--- src/rtl/div_pkg.sv ---
// Shared definitions for the iterative divider: state encodings, handshake
// constants and the magnitude helper used when latching signed operands.
package div_pkg;

    localparam logic RstEnable         = 1'b1;
    localparam logic DivStart          = 1'b1;
    localparam logic DivStop           = 1'b0;
    localparam logic DivResultReady    = 1'b1;
    localparam logic DivResultNotReady = 1'b0;
    localparam logic [31:0] ZeroWord   = 32'h0000_0000;
    localparam int DoubleRegBus        = 64;

    typedef enum logic [1:0] {
        DivFree   = 2'b00,
        DivByZero = 2'b01,
        DivOn     = 2'b10,
        DivEnd    = 2'b11
    } div_state_e;

    // Two's-complement magnitude when neg is set, otherwise the value as-is.
    // 0x80000000 maps onto itself, which gives the wrap-around behaviour for
    // the most negative dividend.
    function automatic logic [31:0] magnitude(input logic [31:0] v, input logic neg);
        return neg ? (~v + 32'd1) : v;
    endfunction

endpackage

--- src/rtl/div.sv ---
// Radix-2 restoring divider, 32 iterations, signed or unsigned.
// Result is {remainder, quotient}; remainder takes the sign of the dividend.
module div
    import div_pkg::*;
(
    input  logic                    clk,
    input  logic                    rst,
    input  logic                    signed_div_i,
    input  logic [31:0]             opdata1_i,
    input  logic [31:0]             opdata2_i,
    input  logic                    start_i,
    input  logic                    annul_i,
    output logic [DoubleRegBus-1:0] result_o,
    output logic                    ready_o
);

    div_state_e              state_q, state_d;
    logic [5:0]              cnt_q, cnt_d;
    logic [64:0]             work_q, work_d;
    logic [31:0]             divisor_q, divisor_d;
    logic                    neg_quot_q, neg_quot_d;
    logic                    neg_rem_q, neg_rem_d;
    logic [DoubleRegBus-1:0] result_q, result_d;
    logic                    ready_q, ready_d;

    logic                    op1_neg;
    logic                    op2_neg;
    logic [32:0]             diff;
    logic [31:0]             quot_mag;
    logic [31:0]             rem_mag;

    // Next-state, datapath and output computation for the divider FSM.
    always_comb begin
        state_d    = state_q;
        cnt_d      = cnt_q;
        work_d     = work_q;
        divisor_d  = divisor_q;
        neg_quot_d = neg_quot_q;
        neg_rem_d  = neg_rem_q;
        result_d   = result_q;
        ready_d    = ready_q;

        op1_neg  = signed_div_i & opdata1_i[31];
        op2_neg  = signed_div_i & opdata2_i[31];
        // Trial subtraction of the divisor from the current partial remainder
        // window; bit 32 set means the divisor did not fit.
        diff     = {1'b0, work_q[63:32]} - {1'b0, divisor_q};
        quot_mag = work_q[31:0];
        rem_mag  = work_q[64:33];

        case (state_q)
            DivFree: begin
                ready_d  = DivResultNotReady;
                result_d = {ZeroWord, ZeroWord};
                // Annul has priority over a simultaneous start request.
                if (start_i == DivStart && annul_i == 1'b0) begin
                    state_d    = (opdata2_i == ZeroWord) ? DivByZero : DivOn;
                    cnt_d      = 6'd0;
                    divisor_d  = magnitude(opdata2_i, op2_neg);
                    work_d     = {ZeroWord, magnitude(opdata1_i, op1_neg), 1'b0};
                    neg_quot_d = op1_neg ^ op2_neg;
                    neg_rem_d  = op1_neg;
                end
            end

            DivByZero: begin
                result_d = {ZeroWord, ZeroWord};
                if (annul_i) begin
                    state_d = DivFree;
                    ready_d = DivResultNotReady;
                end else begin
                    state_d = DivEnd;
                    ready_d = DivResultReady;
                end
            end

            DivOn: begin
                if (annul_i) begin
                    state_d  = DivFree;
                    ready_d  = DivResultNotReady;
                    result_d = {ZeroWord, ZeroWord};
                end else if (cnt_q != 6'd32) begin
                    work_d = diff[32] ? {work_q[63:0], 1'b0}
                                      : {diff[31:0], work_q[31:0], 1'b1};
                    cnt_d  = cnt_q + 6'd1;
                end else begin
                    result_d = {magnitude(rem_mag, neg_rem_q),
                                magnitude(quot_mag, neg_quot_q)};
                    ready_d  = DivResultReady;
                    state_d  = DivEnd;
                end
            end

            DivEnd: begin
                // Result is held for as long as the requester keeps start high.
                if (start_i == DivStop) begin
                    state_d  = DivFree;
                    ready_d  = DivResultNotReady;
                    result_d = {ZeroWord, ZeroWord};
                end
            end

            default: begin
                state_d  = DivFree;
                ready_d  = DivResultNotReady;
                result_d = {ZeroWord, ZeroWord};
            end
        endcase
    end

    // State register with synchronous reset that clears every working register.
    always_ff @(posedge clk) begin
        if (rst == RstEnable) begin
            state_q    <= DivFree;
            cnt_q      <= 6'd0;
            work_q     <= 65'd0;
            divisor_q  <= ZeroWord;
            neg_quot_q <= 1'b0;
            neg_rem_q  <= 1'b0;
            result_q   <= {ZeroWord, ZeroWord};
            ready_q    <= DivResultNotReady;
        end else begin
            state_q    <= state_d;
            cnt_q      <= cnt_d;
            work_q     <= work_d;
            divisor_q  <= divisor_d;
            neg_quot_q <= neg_quot_d;
            neg_rem_q  <= neg_rem_d;
            result_q   <= result_d;
            ready_q    <= ready_d;
        end
    end

    assign result_o = result_q;
    assign ready_o  = ready_q;

endmodule

--- config.mk ---
export PLATFORM = sky130hd
export DESIGN_NAME = div
export DESIGN_NICKNAME = d
export VERILOG_FILES = /design/src/rtl/div_pkg.sv /design/src/rtl/div.sv
export SDC_FILE = /design/constraint.sdc
export NUM_CORES = 1
export LEC_CHECK = 0
export ABC_AREA = 1
export BUFFER_PORTS_ARGS = -buffer_cell sky130_fd_sc_hd__buf_2
export CAP_MARGIN = 0
export CELL_PAD_IN_SITES_DETAIL_PLACEMENT = 1
export CELL_PAD_IN_SITES_GLOBAL_PLACEMENT = 1
export CORE_ASPECT_RATIO = 0.75
export CORE_MARGIN = 2
export CORE_UTILIZATION = 32
export CTS_CLUSTER_DIAMETER = 60
export DETAILED_ROUTE_END_ITERATION = 6
export PLACE_DENSITY = 0.68
export SYNTH_ARGS = -nofsm -noshare
export SYNTH_HDL_FRONTEND = slang
export SYNTH_SLANG_ARGS = --single-unit
--- constraint.sdc ---
create_clock -name clk -period 3.45 [get_ports clk]
set_input_delay 0.69 -clock clk [delete_from_list [all_inputs] [get_ports clk]]
set_output_delay 0.69 -clock clk [all_outputs]
set_load 0.02 [all_outputs]
==> impl_metrics.json <==
{
  "ff_latch_area_mm2": 0.00344,
  "max_stage_delay_ns": 0.48,
  "avgViaCountPerCell": 5.09,
  "cp-end-kind": "flop",
  "dr_total_vias": 14300,
  "clockBufferDepth": 2,
  "startpoint_type": "flop",
  "hold_depth": 2,
  "p_per_area_mw_per_mm2": 614,
  "first_iter_violations": 899,
  "ant_nets": 0,
  "dpl.cell_count": 2774,
  "cts_inserted_buffers": 17,
  "fmaxAchievable_mhz": 368,
  "post_cts_resized": 0,
  "cpMaxStageDelayCell": "fa_1",
  "cts_hold_buf": 0,
  "tightestPinTransition_ns": 0.777,
  "wire_per_inst_um": 17.8,
  "hold_path_class": "reg -> reg",
  "crit_top_cell": "nand2_1",
  "cts-root-buf": "clkbuf_16",
  "hpwlAfterDp_mm": 40.5,
  "antenna_found_initial": 1,
  "path_class": "reg -> reg",
  "fillers": 5351,
  "setup_viol": 0,
  "skew_ns": 0.0157,
  "ir_worst_vdd_mv": 0.451,
  "ff2ff_path_depth": 13,
  "synth.avg_cell_area_um2": 5.87,
  "outcome": "complete, no violations",
  "drc_errors": 0,
  "period_needed_ns": 2.71,
  "row_count": 63,
  "ios": 134,
  "area_growth_pct": 13.7,
  "grt_overflow_total": 0,
  "grt_usage_pct": 23.9,
  "die_h_um": 177,
  "crit_chain": "inv_1, fa_1, o21ai_0, nand3_1, nand2_1, nand2_1, nand2_1, nand2_2, nand2_4, nand2_4, o21ai_0, nand2_1, a21oi_1",
  "cts.clk_slew.worst_paths_ns": 0.07,
  "wl_mm": 49.9,
  "netlist_instances": 2177,
  "multiInputGateArea_mm2": 0.00771,
  "synth-main-ff-cell": "dfxtp_1",
  "ys_warn_count": 0,
  "cts_tree": "built",
  "async_reset_ff_share_pct": 0,
  "ys_seq_area_share_pct": 27.0,
  "total_power_mw": 8.91,
  "synth-edff-count": 0,
  "grt_pass1_wl_mm": 78.4,
  "grt_max_degree": 72,
  "drive_gt1_share_pct": 9.32,
  "gp_congestion": 0.907,
  "clock_sinks": 172,
  "dieArea_mm2": 0.0415,
  "relSlewSlack_pct": 48.2,
  "layout.cells.non_filler": 2808,
  "ys_seq_elements": 172,
  "crit_fanout": 33,
  "rsz0062_at_grt": "no",
  "critical_path_required_ns": 3.83,
  "cts_setup_buffers": 0,
  "finalSetupTns_ns": 0,
  "syn_nets": 2290,
  "timing.max_cap.violations": 0,
  "min_period_over_period_pct": 78.7,
  "slew_viol_final": 0,
  "synthDistinctLibCells": 44,
  "cp_data_arrival_time_ns": 3.09,
  "insertion_delay_ns": 0.46,
  "firstDrtPassIters": 7,
  "hold_viol": 0,
  "final_core_util_pct": 36.8,
  "nets": 2386,
  "htreeDepth": 4,
  "port_buffers": 133,
  "layout_commonest_cell": "nand2_1",
  "grt_pass1_vias": 14200,
  "core_mm2": 0.0394,
  "fp.dieW_um": 235,
  "layout_common_cells": "641 x nand2_1, 335 x inv_1, 223 x nand3_1, 199 x a21oi_1, 182 x nor2_1",
  "syn_area_mm2": 0.0128,
  "leakagePower_nw": 7.15,
  "start_util_pct": 32.4
}
-- sequential cells by signal, indices dropped and copies added, names as in the netlist --
| name | flops |
|---|---|
| neg_quot_q | 1 |
| neg_rem_q | 1 |
| ready_o | 1 |
| divisor_q | 32 |
| cnt_q | 6 |
| state_q | 2 |
| result_o | 64 |
| work_q | 65 |
-- kinds of logic after synthesis --
family                   after synthesis  synth area share, %
AND/OR/NAND/NOR                     1134                 37.3
AO/OA/AOI/OAI                        368                 15.8
flip-flops                           172                 27.0
adder cells (fa/ha/maj)               44                 4.37
buffers and inverters                418                 12.7
XOR/XNOR                              41                 2.81
-- layout make-up --
cell class	count	share of cell area, %
antenna	2	0.0345
clock buffer	19	3.05
clock inverter	13	1.03
inverter	343	8.87
multi-input combinational	1587	53.1
sequential	172	23.7
tap	520	4.48
timing repair buffer	152	5.67
-- routing by layer --
metal	GRT usage, %	part of all wire [%]
met1	34.7	51
met2	36.8	43
met3	4.60	5.1
met4	4.40	1.1
met5	0	0
-- critical path, delay by kind of cell (launching register included) --
family / cells / cell delay [ns]
and+or+nand+nor: 8 / 1.09
adders and majority gates: 1 / 0.48
AOI/OAI and AO/OA: 3 / 0.48
DFF: 1 / 0.44
buffers and inverters: 1 / 0.14
-- metrics by stage --
step | area (µm²) | hold WS [ns] | setup WS (ns)
floorplan | 12800 | 0.445 | 1.36
global placement | 13900 | 0.451 | 0.851
detailed placement | 13900 | 0.452 | 0.768
CTS | 14500 | 0.464 | 0.740
global route | 14500 | 0.480 | 0.443
finish | 14500 | 0.463 | 0.735
-- Yosys cell counts, types with 3 or more instances --
master	number	area, µm²
nor3_2	4	40.0
a31oi_1	13	81.3
dfxtp_1	172	3440
inv_1	335	1260
a22oi_1	22	165
buf_4	5	37.5
nor2_1	182	683
ha_1	43	538
o221ai_1	5	43.8
and2_1	3	18.8
nor3_1	24	120
inv_2	4	15.0
nand4_1	28	175
o21ai_2	6	52.6
nand3_1	223	1120
o21ai_1	21	105
a21o_1	4	30.0
buf_2	29	145
buf_1	3	11.3
a21oi_1	199	996
o31ai_1	3	22.5
or2_2	4	25.0
clkinv_1	4	15.0
clkbuf_1	38	143
nor3b_1	4	30.0
o211ai_1	10	75.1
nand2_1	642	2410
nand3b_1	5	37.5
xor2_1	26	228
nor2_2	4	25.0
o21ai_0	79	395
xnor2_1	15	131
-- power by group --
part | leakage, nW | switching [mW] | internal, mW | total (mW)
clock network | 0.285 | 0.938 | 1.05 | 1.99
logic | 5.47 | 3.07 | 1.25 | 4.32
registers | 1.39 | 0.359 | 2.25 | 2.61
total | 7.15 | 4.36 | 4.55 | 8.91
-- worst paths after layout --
| path | startpoint | end | slack [ns] |
|---|---|---|---|
| max | work_q[33] | work_q[57] | 0.74 |
| min | result_o[61] | result_o[61] | 0.46 |
| max reg2reg | work_q[33] | work_q[57] | 0.74 |
| min reg2reg | result_o[61] | result_o[61] | 0.46 |
No activity file was read; power rests on OpenSTA's default activity.
